`config.mk`:
```
export PLATFORM = sky130hd
export DESIGN_NAME = fir_mac_ctrl
export DESIGN_NICKNAME = d
export VERILOG_FILES = /design/src/rtl/fir_pkg.sv /design/src/rtl/fir_delay_chain.sv /design/src/rtl/fir_mac_ctrl.sv
export SDC_FILE = /design/constraint.sdc
export NUM_CORES = 1
export LEC_CHECK = 0
export CAP_MARGIN = 20
export CORE_MARGIN = 1
export CORE_UTILIZATION = 42
export CTS_CLUSTER_DIAMETER = 100
export DETAILED_ROUTE_END_ITERATION = 10
export PLACE_DENSITY = 0.84
export SYNTH_ARGS = -nofsm -noshare
export SYNTH_HDL_FRONTEND = slang
export SYNTH_SLANG_ARGS = --single-unit
```
`constraint.sdc`:
```
create_clock -name iClk12M -period 4.73 [get_ports iClk12M]
set_input_delay 0.946 -clock iClk12M [delete_from_list [all_inputs] [get_ports iClk12M]]
set_output_delay 0.946 -clock iClk12M [all_outputs]
set_load 0.005 [all_outputs]
```
`src/rtl/fir_pkg.sv`:
```
`default_nettype none
// ============================================================================
//  Module      : fir_pkg
//  Description : Shared constants and FSM encoding for the FIR tap-serial
//                MAC sequencer and its delay chain.
//  Revision    : 1.0 - initial release
// ============================================================================
package fir_pkg;

  // Datapath geometry
  localparam int NUM_TAP = 10;                // taps per output sample
  localparam int ADDR_W  = 4;                 // coefficient SRAM address width
  localparam int SMP_W   = 3;                 // input sample / delay slice width
  localparam int COEFF_W = 16;                // coefficient width
  localparam int OUT_W   = 16;                // MAC / FIR output width
  localparam int DLY_W   = NUM_TAP * SMP_W;   // packed delay chain width

  // oEnMul -> oEnAddAcc -> capture pipeline depth
  localparam int MAC_LAT = 2;

  // Highest tap address issued to the SRAM
  localparam logic [ADDR_W-1:0] LAST_TAP = ADDR_W'(NUM_TAP - 1);

  // Sequencer state encoding
  localparam int ST_W = 3;
  localparam logic [2:0] ST_IDLE    = 3'd0;
  localparam logic [2:0] ST_SHIFT   = 3'd1;
  localparam logic [2:0] ST_FETCH   = 3'd2;
  localparam logic [2:0] ST_DRAIN   = 3'd3;
  localparam logic [2:0] ST_CAPTURE = 3'd4;

endpackage : fir_pkg
`default_nettype wire

```
`src/rtl/fir_delay_chain.sv`:
```
`default_nettype none
// ============================================================================
//  Module      : fir_delay_chain
//  Description : Shift-enabled sample delay line. The newest sample enters at
//                slice 0 (LSBs) and the oldest slice falls off the top.
//  Revision    : 1.0 - initial release
// ============================================================================
module fir_delay_chain
  import fir_pkg::*;
#(
  parameter int DEPTH = NUM_TAP,
  parameter int WIDTH = SMP_W
) (
  input  logic                   iClk,
  input  logic                   iRsn,
  input  logic                   iShift,
  input  logic [WIDTH-1:0]       iSmp,
  output logic [DEPTH*WIDTH-1:0] oDelay
);

  logic [DEPTH*WIDTH-1:0] dly_q;
  logic [DEPTH*WIDTH-1:0] dly_d;

  // Next-state: push the new sample into slice 0 when a shift is requested
  always_comb begin
    dly_d = dly_q;
    if (iShift) begin
      dly_d = {dly_q[DEPTH*WIDTH-WIDTH-1:0], iSmp};
    end
  end

  // Delay line storage, cleared asynchronously
  always_ff @(posedge iClk or negedge iRsn) begin
    if (!iRsn) begin
      dly_q <= '0;
    end else begin
      dly_q <= dly_d;
    end
  end

  assign oDelay = dly_q;

endmodule : fir_delay_chain
`default_nettype wire

```
`src/rtl/fir_mac_ctrl.sv`:
```
`default_nettype none
// ============================================================================
//  Module      : fir_mac_ctrl
//  Description : Per-sample sequencer for the tap-serial FIR MAC. Shifts the
//                delay chain, walks the coefficient SRAM, pipelines the MAC
//                enables, captures the result and arbitrates host coefficient
//                writes onto the single-port SRAM.
//  Revision    : 1.0 - initial release
// ============================================================================
module fir_mac_ctrl
  import fir_pkg::*;
(
  input  logic               iClk12M,
  input  logic               iRsn,
  // Sample input
  input  logic               iEnSample,
  input  logic [SMP_W-1:0]   iFirIn,
  // Host coefficient write port
  input  logic               iCoeffWr,
  input  logic [ADDR_W-1:0]  iCoeffAddr,
  input  logic [COEFF_W-1:0] iCoeffData,
  output logic               oCoeffWrReady,
  // Coefficient SRAM
  output logic               oCsn,
  output logic               oWrn,
  output logic [ADDR_W-1:0]  oAddr,
  output logic [COEFF_W-1:0] oWrDt,
  // MAC datapath control
  output logic [DLY_W-1:0]   oDelay,
  output logic [ADDR_W-1:0]  oTapIdx,
  output logic               oEnMul,
  output logic               oEnAddAcc,
  output logic               oClrAcc,
  input  logic [OUT_W-1:0]   iMac,
  // FIR result and status
  output logic [OUT_W-1:0]   oFirOut,
  output logic               oFirValid,
  output logic               oBusy,
  output logic               oOverrun
);

  // --------------------------------------------------------------------------
  // State
  // --------------------------------------------------------------------------
  logic [ST_W-1:0]    state_q,     state_d;
  logic [ADDR_W-1:0]  tap_q,       tap_d;
  logic               csn_q,       csn_d;
  logic               wrn_q,       wrn_d;
  logic [ADDR_W-1:0]  addr_q,      addr_d;
  logic [COEFF_W-1:0] wrdt_q,      wrdt_d;
  logic               clr_acc_q,   clr_acc_d;
  logic [MAC_LAT-1:0] en_pipe_q,   en_pipe_d;
  logic [ADDR_W-1:0]  tap_idx_q,   tap_idx_d;
  logic [OUT_W-1:0]   fir_out_q,   fir_out_d;
  logic               fir_valid_q, fir_valid_d;
  logic               busy_q,      busy_d;
  logic               overrun_q,   overrun_d;

  logic               w_idle;
  logic               w_start;
  logic               w_rd_issued;

  // --------------------------------------------------------------------------
  // Decodes
  // --------------------------------------------------------------------------
  assign w_idle  = (state_q == ST_IDLE);
  // A sample is only taken in IDLE; it always has priority over a host write
  assign w_start = w_idle && iEnSample;
  // A sequencer read is in flight on the SRAM this cycle (host writes drive
  // oWrn low, so they never qualify)
  assign w_rd_issued = !csn_q && wrn_q;

  // Host may only write while the sequencer is idle and no sample is arriving
  assign oCoeffWrReady = w_idle && !iEnSample;

  // --------------------------------------------------------------------------
  // Delay chain: shifts exactly once per accepted sample, then holds
  // --------------------------------------------------------------------------
  fir_delay_chain #(
    .DEPTH (NUM_TAP),
    .WIDTH (SMP_W)
  ) u_delay_chain (
    .iClk   (iClk12M),
    .iRsn   (iRsn),
    .iShift (w_start),
    .iSmp   (iFirIn),
    .oDelay (oDelay)
  );

  // Sequencer FSM and SRAM port arbitration
  always_comb begin
    state_d     = state_q;
    tap_d       = tap_q;
    csn_d       = 1'b1;
    wrn_d       = 1'b1;
    addr_d      = addr_q;
    wrdt_d      = wrdt_q;
    clr_acc_d   = 1'b0;
    fir_out_d   = fir_out_q;
    fir_valid_d = 1'b0;

    case (state_q)
      ST_IDLE: begin
        if (iEnSample) begin
          // New sample: clear the accumulator while the chain shifts
          state_d   = ST_SHIFT;
          clr_acc_d = 1'b1;
        end else if (iCoeffWr) begin
          // Host write owns the SRAM for exactly this one cycle; the address
          // is passed through unchecked, even beyond the tap range
          csn_d  = 1'b0;
          wrn_d  = 1'b0;
          addr_d = iCoeffAddr;
          wrdt_d = iCoeffData;
        end
      end

      ST_SHIFT: begin
        // Tap counter restarts only here, on entry to FETCH
        tap_d   = '0;
        addr_d  = '0;
        csn_d   = 1'b0;
        state_d = ST_FETCH;
      end

      ST_FETCH: begin
        if (tap_q == LAST_TAP) begin
          // Last address already on the bus; release the SRAM
          state_d = ST_DRAIN;
        end else begin
          tap_d  = tap_q + 1'b1;
          addr_d = tap_q + 1'b1;
          csn_d  = 1'b0;
        end
      end

      ST_DRAIN: begin
        // Reads have stopped, so the multiply stage is high here only for
        // the final tap; its add/acc is issued on this same edge
        if (en_pipe_q[MAC_LAT-2]) begin
          state_d = ST_CAPTURE;
        end
      end

      ST_CAPTURE: begin
        fir_out_d   = iMac;
        fir_valid_d = 1'b1;
        state_d     = ST_IDLE;
      end

      default: begin
        state_d = ST_IDLE;
      end
    endcase
  end

  // MAC enable pipeline: read data arrives one cycle after the address, then
  // multiply, then add/accumulate one cycle later
  always_comb begin
    en_pipe_d = {en_pipe_q[MAC_LAT-2:0], w_rd_issued};
    tap_idx_d = w_rd_issued ? addr_q : tap_idx_q;
  end

  // Status: busy mirrors the next state; overrun latches any sample that
  // arrives while a sequence is in flight
  always_comb begin
    busy_d    = (state_d != ST_IDLE);
    overrun_d = overrun_q | (iEnSample & !w_idle);
  end

  // FSM, tap counter and SRAM port registers
  always_ff @(posedge iClk12M or negedge iRsn) begin
    if (!iRsn) begin
      state_q <= ST_IDLE;
      tap_q   <= '0;
      csn_q   <= 1'b1;
      wrn_q   <= 1'b1;
      addr_q  <= '0;
      wrdt_q  <= '0;
    end else begin
      state_q <= state_d;
      tap_q   <= tap_d;
      csn_q   <= csn_d;
      wrn_q   <= wrn_d;
      addr_q  <= addr_d;
      wrdt_q  <= wrdt_d;
    end
  end

  // MAC control registers
  always_ff @(posedge iClk12M or negedge iRsn) begin
    if (!iRsn) begin
      clr_acc_q <= 1'b0;
      en_pipe_q <= '0;
      tap_idx_q <= '0;
    end else begin
      clr_acc_q <= clr_acc_d;
      en_pipe_q <= en_pipe_d;
      tap_idx_q <= tap_idx_d;
    end
  end

  // Result capture and status registers
  always_ff @(posedge iClk12M or negedge iRsn) begin
    if (!iRsn) begin
      fir_out_q   <= '0;
      fir_valid_q <= 1'b0;
      busy_q      <= 1'b0;
      overrun_q   <= 1'b0;
    end else begin
      fir_out_q   <= fir_out_d;
      fir_valid_q <= fir_valid_d;
      busy_q      <= busy_d;
      overrun_q   <= overrun_d;
    end
  end

  // --------------------------------------------------------------------------
  // Outputs
  // --------------------------------------------------------------------------
  assign oCsn      = csn_q;
  assign oWrn      = wrn_q;
  assign oAddr     = addr_q;
  assign oWrDt     = wrdt_q;
  assign oTapIdx   = tap_idx_q;
  assign oEnMul    = en_pipe_q[0];
  assign oEnAddAcc = en_pipe_q[MAC_LAT-1];
  assign oClrAcc   = clr_acc_q;
  assign oFirOut   = fir_out_q;
  assign oFirValid = fir_valid_q;
  assign oBusy     = busy_q;
  assign oOverrun  = overrun_q;

endmodule : fir_mac_ctrl
`default_nettype wire
```
# Yosys cells after proc, flatten, opt, wreduce, memory -nomap -nowiden
# Index checks and enable logic that the tools add are counted.
# W data, S select, Z words.
[word_totals]
ff_bits = 85
latch_bits = 0
ramBits = 0
mem_bits_ro = 0
input_bits = 43
out_inout_bits = 79
wordCells = 56
memories = 0
[op_classes]
add_sub_neg = 1
mul = 0
div = 0
n_lt_le_gt_ge = 0
eq_ne = 8
shifts = 0
mux = 17
bitwise = 3
reduce_logical = 13
[op_table]
columns = ["operator", "n"]
rows = [
  ["$mux W4", 3],
  ["$pmux W3 S4", 1],
  ["$pmux W4 S3", 1],
  ["$mux W3", 3],
  ["$pmux W4 S2", 1],
  ["$mux W1", 7],
  ["$eq A3 B2 Y1 const B", 2],
  ["$ne A2 B2 Y1 const B", 3],
  ["$reduce_bool A3 Y1", 2],
  ["$add A4 B1 Y4 const B", 1],
  ["$eq A4 B4 Y1 const B", 1],
  ["$reduce_and A4 Y1", 1],
  ["$eq A3 B1 Y1 const B", 1],
  ["$eq A3 B3 Y1 const B", 1],
  ["$logic_and A1 B1 Y1", 3],
  ["$logic_not A1 Y1", 3],
  ["$logic_not A3 Y1", 1],
  ["$pmux W1 S3", 1],
  ["$reduce_and A3 Y1", 1],
  ["$reduce_and A2 Y1", 1],
  ["$reduce_bool A2 Y1", 1],
  ["$and A1 B1 Y1", 1],
  ["$not A1 Y1", 1],
  ["$or A1 B1 Y1", 1],
]

# Depth between registers and ports, before layout
# Gate-level depths: netlist of the first run.
[depth]
depth_word = 4
ltp_mapped = 6
mapped_depth_nobuf = 6

# By module
# A second synthesis of the first run with hierarchy kept.
[hier_totals]
cells_unflattened = 234
area_unflattened_um2 = 3572.2
[modules_own_cells]
columns = ["mod", "n_inst", "cells_per_inst", "area_each_um2", "seq_area_each_um2"]
rows = [
  ["fir_mac_ctrl", 1, 171, 2337.2, 1378.8],
  ["fir_delay_chain", 1, 63, 1234.9, 750.7],
]

# Worst setup path after synthesis of the first run
# OpenSTA, ideal clock, no wires.
[synth_path]
kind = "in2out"
start = "in iEnSample"
end = "out oCoeffWrReady"
arrival_ns = 1.052
required_time_ns = 3.784
setup_slack_ns = 2.732
stages = 1
path_buffers = 0
path_cell_list = "nor2_1"
[synth_between]
elab_chain_cells = 2
[synth_lines]
columns = ["item", "line_no", "source"]
rows = [
  ["start, declared", "fir_mac_ctrl.sv:16", "input logic iEnSample,"],
  ["$logic_not A1 Y1", "fir_mac_ctrl.sv:74", "assign oCoeffWrReady = w_idle && !iEnSample;"],
  ["$logic_and A1 B1 Y1", "fir_mac_ctrl.sv:74", ""],
  ["end, declared", "fir_mac_ctrl.sv:22", "output logic oCoeffWrReady,"],
]
# Every way passes these cells.

# Worst setup path in the final report of the first run
# Same ends and word-level chain as after synthesis.

==> results of run 1 <==
[sequential cells by signal, summed over array words and instances (netlist names)]
name / cells
u_delay_chain.oDelay: 30
oFirValid: 1
oAddr: 4
oWrn: 1
oFirOut: 16
oCsn: 1
oTapIdx: 4
oBusy: 1
state_q: 3
oWrDt: 16
oOverrun: 1
en_pipe_q: 2
tap_q: 4
oClrAcc: 1
[how the worst min path moves through the flow]
stage / cells past startpoint / to / startpoint / slack, ns
2_1_floorplan: 0 / en_pipe_q[1]$_DFF_PN0_ / en_pipe_q[0]$_DFF_PN0_ / 0.43
3_3_place_gp: 1 / oOverrun$_DFF_PN0_ / oOverrun$_DFF_PN0_ / 0.44
3_5_place_dp: 1 / oOverrun$_DFF_PN0_ / oOverrun$_DFF_PN0_ / 0.47
4_1_cts: 1 / oOverrun$_DFF_PN0_ / oOverrun$_DFF_PN0_ / 0.49
5_1_grt: 1 / oFirOut[11]$_DFFE_PN0P_ / iRsn / 0.41
6_report: 1 / oFirOut[6]$_DFFE_PN0P_ / iRsn / 0.44
[cell families after synthesis]
family,Yosys count,synth area share (%)
AO/OA/AOI/OAI,26,4.709
flip-flops,85,61.64
XOR/XNOR,2,0.5072
adder cells (fa/ha/maj),2,0.7243
AND/OR/NAND/NOR,33,5.795
buffers and inverters,16,3.151
multiplexers,69,23.47
[synthesized netlist by cell type (2+ instances only)]
library cell | n | area [sq um]
nand2b_1 | 2 | 12.51
mux2_2 | 58 | 653.1
a31oi_1 | 2 | 12.51
inv_1 | 4 | 15.01
buf_6 | 2 | 22.52
xnor2_1 | 2 | 17.52
dfstp_2 | 2 | 52.55
o21ai_0 | 8 | 40.04
buf_2 | 5 | 25.02
nor2b_1 | 4 | 25.02
mux2_4 | 9 | 135.1
mux2_1 | 2 | 22.52
dfrtp_1 | 83 | 2077
nor3_1 | 4 | 20.02
buf_4 | 3 | 22.52
nor2_1 | 6 | 22.52
ha_1 | 2 | 25.02
a21oi_1 | 6 | 30.03
nand2_1 | 4 | 15.01
a22o_1 | 2 | 17.52
a2bb2oi_1 | 2 | 17.52
[per-layer routing]
layer / part of all wire, % / global-route usage (%) / up-vias
met2: 53 / 28.21 / 77
li1: - / - / 1067
met5: 0 / 0 / -
met3: 5.7 / 5.255 / 7
met4: 1.0 / 4.487 / 0
met1: 40 / 20.10 / 1155
[layout by cell type, fill, tap and decap left out, drive strengths merged, types with 3 or more instances in the layout]
master and count:
o21ai 9, clkbuf 11, clkdlybuf4s50 120, nor2b 4, dfrtp 83, mux2 69, a21oi 6, nor3 5
inv 5, nor2 7, buf 3, nand2 6
[per-stage QoR]
stage / cells / area, sq um / worst slack [ns]
finish: 462 / 4947 / 1.705
global route: 462 / 4947 / 1.665
CTS: 461 / 4920 / 1.696
detailed placement: 445 / 4705 / 1.701
floorplan: 233 / 3455 / 2.732
global placement: 445 / 4705 / 1.724
[where the power goes]
part	internal, uW	switching [uW]	total (uW)
logic	974	460	1430
clock network	300	245	545
registers	1070	257	1330
[cell type report]
cell class	instances	area, sq um	share of cell area, %
Tap cell	102	127.6	2.580
Clock buffer	11	131.4	2.656
Timing Repair Buffer	123	1244	25.14
Sequential cell	85	2130	43.05
Clock inverter	5	83.83	1.694
Multi-Input combinational cell	132	1216	24.58
Inverter	4	15.01	0.3035
[worst register-to-register path, stage by stage, from the launching register on]
cell and delay, ns:
dfrtp_1 0.61, nor3_2 0.31, and2_1 0.17, buf_4 0.34, mux2_2 0.40
==> summary.txt, run 1 <==
Run status
  – Status: completed

Floorplanning
  – Die height: slightly above 90 microns
  – Rows: 32
  – Die area: between 8000 and 9000 sq um
  – Initial core utilization: roughly 44%
  – Ports: roughly 120
  – Core Area: approximately 7800 sq um
  – Die Span X: around 93 microns

Place
  – GP Congestion: roughly 0.8
  – DP HPWL: between 5000 and 6000 microns
  – Port-buffer cells: about 120

Finish
  – Final net count: 400
  – Fin util: approximately 63%
  – Share of post-route cells with drive strength above 1: ~26%
  – Ant. Diodes: 0
  – Area Growth Syn to Fin: 43.21%
  – Fill cells: ~630

Worst setup path
  – Crit end category: output port
  – Family with the most delay on the worst path: buffers and inverters
  – Crit-path cells: clkdlybuf4s50_1 > nor2_1 > clkdlybuf4s50_1
  – Crit path launch type: input port
  – Worst R2R End: u_delay_chain.oDelay[15]$_DFFE_PN0P_
  – Worst path depth: 3
  – Critical path class: in -> out
  – Worst r2r path cells: 4
  – Crit path launch: iEnSample
  – Crit path DAT: between 2 and 2.5 ns
  – Worst Path Buf+Inv: 2
  – Crit path required time: 3.78 ns
  – Crit-path max FO: 6
  – Crit path to: oCoeffWrReady
  – Cell mode on critical path: clkdlybuf4s50_1
  – R2R Path Start: state_q[0]$_DFF_PN0_
  – R2R setup slack: about 2.8 ns
  – Slowest CP cell: clkdlybuf4s50_1
  – Max stage delay on crit path: 0.50 ns

STA
  – Fin. Hold Viols: 0
  – Fmax: ~330 MHz
  – Worst clock skew: 0.008110 ns
  – Slew Viols, Final: 0
  – Final setup fails: 0
  – Worst slew margin: between 50% and 60%
  – RSZ-0062 raised after global routing: false
  – Worst-margin pin slew: between 0.6 and 0.7 ns
  – Final hold slack: roughly 0.44 ns
  – Fin crit share: 63.95%
  – Total Negative Setup Slacks: 0 ns
  – Min Tclk post-route: between 3 and 4 ns

Global routing
  – GRT Util Overall: around 16%
  – Initial antenna violation count: 0
  – Largest net degree at the start of global routing: 86
  – Vias in the first global route: 2,326
  – Global-route wire length before repair: between 10,000 and 15,000 microns
  – Grt ovf: 0

Power and ir drop
  – Worst ir drop on vdd: about 0.00037 V
  – Final Power: ~3300 uW
  – Static leakage: 0.002101 uW
  – Pwr Density: 668.5 nW/um^2

Clock tree
  – Post-CTS resize count: 0
  – CTS clock-pin slew for the worst setup and hold paths: about 0.08 ns
  – Htree depth: 3
  – Root buf cell: clkbuf_8
  – Worst-Skew Late Latency: ~0.33 ns
  – Cts bufs inserted: 9
  – CTS tree: yes
  – Setup bufs post-CTS: 0
  – Number of hold buffers added after cts: 0
  – Clk buf depth: 2
  – Num Clock Sinks: 85

Logic synthesis
  – Syn avg cell area: roughly 15 sq um
  – Top_reg_cell synth: dfrtp_1
  – Post-synth cell types: 42
  – Mapped cell area: roughly 3500 sq um
  – Syn Inst Count: 233
  – Syn. warnings: 0
  – Syn_nets: 278
  – Synth Register Bits: 85
  – EDFF count, synth: 0
  – Post-synthesis sequential area ratio: between 60% and 70%
  – Post-synth ARST share: 100.0%

Route
  – Total number of vias: about 2,300
  – Routed WL per cell: 15.42 microns
  – Antenna viol nets, final: 0
  – DR iter-0 viols: 23
  – Total Wirelength: 7125 microns
  – Vias/cell: 4.991
  – Detailed-route DRC error count: 0
  – Drt pass-1 iters: 4

Job
  – Max-cap viol count: 0

Hold path
  – Worst hold-check path type: in -> async
Note: power is estimated with default switching activity, not from simulation.
==> run 2, diff against run 1 <==
==> constraint.sdc (replaced) <==
create_clock -name iClk12M -period 3 [get_ports iClk12M]
set_input_delay 0.6 -clock iClk12M [delete_from_list [all_inputs] [get_ports iClk12M]]
set_output_delay 0.6 -clock iClk12M [all_outputs]
set_load 0.005 [all_outputs]
==> run 2 against run 1 <==
Hold slack worse by 0.26 ns. Final area is 0.35% higher. Global-route usage is 0.13 points higher.
==> summary.txt, run 2 (synthesized netlist as in run 1, its figures left out) <==
Finish
  – Share of post-route cells with drive strength above 1: 26.32% (was 25.83%)
  – Area Growth Syn to Fin: 43.72% (was 43.21%)
  – Final net count: 401 (was 400)
  – Ant. Diodes: 0 (unchanged)
  – Commonest non-fill, non-tap cell in the layout: clkdlybuf4s50_1 (unchanged)
  – Fin util: 63.27% (was 63.04%)
  – Max reg flops: 30 (unchanged)
  – Final instance count without filler cells: 463 (was 462)
  – Fin area: 4965 sq um (was 4947 sq um)
  – Commonest cells after routing, fill and taps aside: clkdlybuf4s50_1, dfrtp_1, mux2_2 (unchanged)
  – Fill cells: 619 (was 634)

Clock tree
  – Post-CTS resize count: 0 (unchanged)
  – Number of hold buffers added after cts: 0 (unchanged)
  – CTS clock-pin slew for the worst setup and hold paths: 0.08 ns (about the same)
  – Worst-Skew Late Latency: 0.34 ns (was 0.33 ns)
  – Root buf cell: clkbuf_8 (unchanged)
  – Clk buf depth: 2 (unchanged)
  – Cts bufs inserted: 9 (unchanged)
  – Num Clock Sinks: 85 (unchanged)
  – Setup bufs post-CTS: 0 (unchanged)
  – CTS tree: yes (unchanged)
  – Htree depth: 3 (unchanged)

Route
  – M1 wire length: 2848 microns (was 2878 microns)
  – Antenna viol nets, final: 0 (unchanged)
  – Highest Signal Layer: met4 (unchanged)
  – Routed WL per cell: 15.26 microns (was 15.42 microns)
  – Total Wirelength: 7067 microns (was 7125 microns)
  – Vias/cell: 4.965 (was 4.991)
  – DR WL met2: 3634 microns (was 3765 microns)
  – Met3 wire length: 506 microns (was 406 microns)
  – Total number of vias: 2,299 (was 2,306)
  – Drt pass-1 iters: 4 (unchanged)
  – Detailed-route DRC error count: 0 (unchanged)
  – DR iter-0 viols: 33 (was 23)

Worst setup path
  – Crit-path max FO: 12 (was 6)
  – Critical path class: reg -> out (was in -> out)
  – Crit end category: output port (unchanged)
  – Crit path DAT: 1.96 ns (was 2.08 ns)
  – Crit path required time: 2.40 ns (was 3.78 ns)
  – Crit path launch type: flip-flop (was input port)

Place
  – Dpl cells: 446 (was 445)
  – DP Area: 4712 sq um (was 4705 sq um)
  – Port-buffer cells: 121 (unchanged)
  – Dpl ws: 0.6362 ns (was 1.701 ns)
  – DP HPWL: 4970 microns (was 5026 microns)
  – GP Congestion: 0.7711 (was 0.7819)

STA
  – Worst slew margin: 68.47% (was 57.91%)
  – Worst clock skew: 0.009712 ns (was 0.008110 ns)
  – Fin crit share: a little under nine tenths
  – Final setup fails: 0 (unchanged)
  – Fin. Hold Viols: 0 (unchanged)
  – Min Tclk post-route: 2.557 ns
  – Total Negative Setup Slacks: 0 ns (unchanged)
  – Slew Viols, Final: 0 (unchanged)
  – Setup ws final: 0.4433 ns (was 1.705 ns)
  – RSZ-0062 raised after global routing: false (unchanged)
  – Fmax: a little under 400 MHz
  – Worst-margin pin slew: 0.4729 ns (was 0.6314 ns)

Global routing
  – Initial antenna violation count: 0 (unchanged)
  – Grt ovf: 0 (unchanged)
  – Global-route wire length before repair: 11,100 microns (was 11,080 microns)
  – Vias in the first global route: 2,333 (was 2,326)
  – Largest net degree at the start of global routing: 86 (unchanged)
  – GRT Util Overall: 16.62% (was 16.49%)

Power and ir drop
  – Static leakage: 0.002112 uW (was 0.002101 uW)
  – Worst ir drop on vdd: 0.0005375 V (was 0.0003723 V)
  – Pwr Density: 1058 nW/um^2 (was 668.5 nW/um^2)

Floorplanning
  – Rows: 32 (unchanged)
  – Die height: 92.69 microns (unchanged)
  – Die Span X: 92.69 microns (unchanged)
  – Initial core utilization: 44.02% (unchanged)
  – Die area: 8591 sq um (unchanged)
  – Ports: 122 (unchanged)
  – Core Area: 7848 sq um (unchanged)

Job
  – Max-cap viol count: 0 (unchanged)

Hold path
  – Worst hold-check path type: in -> async (unchanged)

Run status
  – Status: completed (unchanged)
-- run 2: power by group --
part           internal [uW]  leakage [uW]  total (uW)  switching [uW]
combinational           1550      0.000970        2310             768
clock                    493      0.000106         889             396
sequential              1690       0.00104        2050             362
total                   3730       0.00211        5250            1530
-- run 2: area by class of cell --
type	count	area, sq um	area share, %
Sequential cell	85	2130	42.89
Timing Repair Buffer	124	1251	25.20
Multi-Input combinational cell	132	1216	24.50
Clock buffer	11	141.4	2.848
Tap cell	102	127.6	2.571
Clock inverter	5	83.83	1.689
Inverter	4	15.01	0.3024
-- run 2: critical path: stages, from the launching register on --
cell and delay (ns):
dfrtp_1 0.55, or3_1 0.47, nor2_1 0.10, clkdlybuf4s50_1 0.51
-- run 2: layer usage --
layer / vias up / track usage, %
li1: 1067 / -
met4: 0 / 5.128
met3: 7 / 5.255
met1: 1141 / 20.22
met5: - / 0
met2: 84 / 28.21
-- run 2: final timing paths --
path / from / endpoint / slack, ns / cells after the start
worst max-delay path: state_q[1]$_DFF_PN0_ / oCoeffWrReady / 0.44 / 3
worst min-delay path: iRsn / oFirOut[11]$_DFFE_PN0P_ / 0.18 / 1
worst max register to register: state_q[1]$_DFF_PN0_ / u_delay_chain.oDelay[1]$_DFFE_PN0P_ / 1.14 / 4
worst min register to register: oOverrun$_DFF_PN0_ / oOverrun$_DFF_PN0_ / 0.46 / 1
max in group asynchronous: iRsn / oCsn$_DFF_PN1_ / 2.17 / 2
min in group iClk12M: oOverrun$_DFF_PN0_ / oOverrun$_DFF_PN0_ / 0.46 / 1
-- run 2: per-stage QoR --
step	hold slack [ns]	total power [uW]
2_1_floorplan	0.3044	3131
3_3_place_gp	0.4404	4302
3_5_place_dp	0.4478	4403
4_1_cts	0.4676	5303
5_1_grt	0.1913	5565
6_report	0.1753	5252
==> run 3, diff against run 2 <==
--- a/config.mk
+++ b/config.mk
@@ -5,8 +5,8 @@
 export SDC_FILE = /design/constraint.sdc
 export NUM_CORES = 1
 export LEC_CHECK = 0
-export CAP_MARGIN = 20
-export CORE_MARGIN = 1
+export CAP_MARGIN = 5
+export CORE_MARGIN = 2
 export CORE_UTILIZATION = 42
 export CTS_CLUSTER_DIAMETER = 100
 export DETAILED_ROUTE_END_ITERATION = 10
==> run 3 against run 2 <==
Combinational power hardly changed. Fmax is 1.5% higher. Sequential power hardly changed. Register-to-register slack hardly changed. First-iteration DRC count is 15% higher. Final area is 0.18% higher. Critical path depth stayed put. Worst setup slack better by 0.039 ns. Hold slack better by 0.28 ns. Non-clock buffer count is 1 lower. Largest cell class unchanged. Highest routed layer unchanged.
==> summary.txt, run 3 (synthesized netlist as in run 1, its figures left out) <==
Worst setup path
  – Worst path depth: 3 (unchanged)
  – R2R Path Start: state_q[1]$_DFF_PN0_ (unchanged)
  – Family with the most delay on the worst path: flip-flops (was simple AND/OR/NAND/NOR gates)
  – R2R setup slack: 1.15 ns (was 1.14 ns)
  – Worst Path Buf+Inv: 1 (unchanged)
  – Crit path DAT: 1.92 ns (was 1.96 ns)
  – Max stage delay on crit path: 0.54 ns (was 0.55 ns)
  – Crit-path cells: or3_1 > nor2_1 > clkdlybuf4s50_1 (unchanged)
  – Worst r2r path cells: 4 (unchanged)
  – Crit-path max FO: 12 (unchanged)
  – Slowest CP cell: dfrtp_1 (unchanged)
  – Crit path launch: state_q[1]$_DFF_PN0_ (unchanged)
  – Critical path class: reg -> out (unchanged)
  – Crit end category: output port (unchanged)
  – Crit path required time: 2.40 ns (about the same)
  – Crit path launch type: flip-flop (unchanged)

Global routing
  – GRT Util Overall: 15.91% (was 16.62%)
  – Vias in the first global route: 2,345 (was 2,333)
  – Initial antenna violation count: 0 (unchanged)
  – Largest net degree at the start of global routing: 86 (unchanged)
  – Global-route wire length before repair: 11,090 microns (was 11,100 microns)
  – Grt ovf: 0 (unchanged)

Clock tree
  – Htree depth: 3 (unchanged)
  – Cts bufs inserted: 9 (unchanged)
  – Num Clock Sinks: 85 (unchanged)
  – Root buf cell: clkbuf_8 (unchanged)
  – Post-CTS resize count: 0 (unchanged)
  – Clk buf depth: 2 (unchanged)
  – Setup bufs post-CTS: 0 (unchanged)
  – Worst-Skew Late Latency: 0.34 ns (about the same)
  – Number of hold buffers added after cts: 0 (unchanged)
  – CTS tree: yes (unchanged)
  – CTS clock-pin slew for the worst setup and hold paths: 0.09 ns (was 0.08 ns)

STA
  – Fin. Hold Viols: 0 (unchanged)
  – Slew Viols, Final: 0 (unchanged)
  – Final hold slack: 0.4553 ns (was 0.1753 ns)
  – Worst-margin pin slew: 1.040 ns (was 0.4729 ns)
  – Final setup fails: 0 (unchanged)
  – Worst clock skew: 0.01194 ns (was 0.009712 ns)
  – Min Tclk post-route: 2.518 ns (was 2.557 ns)
  – Total Negative Setup Slacks: 0 ns (unchanged)
  – RSZ-0062 raised after global routing: false (unchanged)
  – Fin crit share: 83.94% (was 85.22%)
  – Fmax: 397.1 MHz (was 391.1 MHz)
  – Worst slew margin: 30.66% (was 68.47%)

Finish
  – Final net count: 400 (was 401)
  – Fin area: 4974 sq um (was 4965 sq um)
  – Storage cell area: 2130 sq um (unchanged)
  – Commonest non-fill, non-tap cell in the layout: clkdlybuf4s50_1 (unchanged)
  – Area Growth Syn to Fin: 43.97% (was 43.72%)
  – Commonest cells after routing, fill and taps aside: clkdlybuf4s50_1, dfrtp_1, mux2_2 (unchanged)
  – Final instance count without filler cells: 465 (was 463)
  – Max reg flops: 30 (unchanged)
  – Area of the multi-input gates: 1216 sq um (unchanged)
  – Share of post-route cells with drive strength above 1: 26.39% (was 26.32%)
  – Ant. Diodes: 0 (unchanged)
  – Fill cells: 662 (was 619)

Route
  – Antenna viol nets, final: 0 (unchanged)
  – Detailed-route DRC error count: 0 (unchanged)
  – Vias/cell: 4.989 (was 4.965)
  – Drt pass-1 iters: 4 (unchanged)
  – Total number of vias: 2,320 (was 2,299)
  – DR iter-0 viols: 38 (was 33)
  – Total Wirelength: 6986 microns (was 7067 microns)
  – Routed WL per cell: 15.02 microns (was 15.26 microns)

Floorplanning
  – Initial core utilization: 42.69% (was 44.02%)
  – Ports: 122 (unchanged)
  – Die Span X: 94.69 microns (was 92.69 microns)
  – Die area: 8966 sq um (was 8591 sq um)
  – Rows: 33 (was 32)
  – Core Area: 8093 sq um (was 7848 sq um)
  – Die height: 94.69 microns (was 92.69 microns)

Hold path
  – Worst hold-check path type: in -> async (unchanged)

Place
  – DP HPWL: 4856 microns (was 4970 microns)
  – GP Congestion: 0.7420 (was 0.7711)
  – Dpl cells: 449 (was 446)
  – Port-buffer cells: 121 (unchanged)
  – DP Area: 4716 sq um (was 4712 sq um)

Power and ir drop
  – Worst ir drop on vdd: 0.0005377 V (was 0.0005375 V)
  – Static leakage: 0.002120 uW (was 0.002112 uW)
  – Pwr Density: 1074 nW/um^2 (was 1058 nW/um^2)
  – Final Power: 5344 uW (was 5252 uW)

Job
  – Max-cap viol count: 0 (unchanged)

Run status
  – Status: completed (unchanged)
## run 3: changes by cell type in the layout (fill, tap and decap cells not counted), sizes merged
cell      delta
buf          -1
bufinv       +1
clkinvlp     -1
## run 3: stage by stage
stage / util, % / setup WS [ns]
after floorplan: - / 1.331
after global placement: 58.27 / 0.6832
after detailed placement: 58.27 / 0.6696
after CTS: 61.46 / 0.4664
after global routing: 61.46 / 0.3548
final: 61.46 / 0.4819
## run 3: path summary, 6_finish.rpt
| kind | end |
|---|---|
| worst max-delay path | oCoeffWrReady |
| worst min-delay path | u_delay_chain.oDelay[27]$_DFFE_PN0P_ |
| worst max register to register | u_delay_chain.oDelay[1]$_DFFE_PN0P_ |
| worst min register to register | oOverrun$_DFF_PN0_ |
| max in group asynchronous | oWrDt[1]$_DFFE_PN0P_ |
| min in group iClk12M | oOverrun$_DFF_PN0_ |
## run 3: cell type report
cell class	count	share of cell area, %
tap	105	2.642
clock inverter	5	2.138
multi-input combinational	132	24.45
clock buffer	11	3.044
sequential	85	42.82
inverter	4	0.3019
timing repair buffer	123	24.60
## run 3: routing by layer
layer | GRT usage, % | wire length [microns] | part of all wire (%) | vias to the layer above
met5 | 0 | 0 | 0 | -
met4 | 3.865 | 59 | 0.84 | 0
met3 | 7.263 | 590 | 8.4 | 6
met2 | 25.77 | 3392 | 49 | 80
met1 | 19.47 | 2943 | 42 | 1163
li1 | - | - | - | 1071
## run 3: power breakdown
group | switching, uW | leakage [uW] | internal [uW]
registers | 359 | 0.00104 | 1690
logic | 760 | 0.000957 | 1540
clock network | 396 | 0.000126 | 600
total | 1520 | 0.00212 | 3830
## run 3: worst register-to-register path, cell delays in order (launching register included)
cell and delay (ns):
dfrtp_1 0.54, nor3_2 0.29, and2_1 0.17, buf_4 0.34, mux2_2 0.40
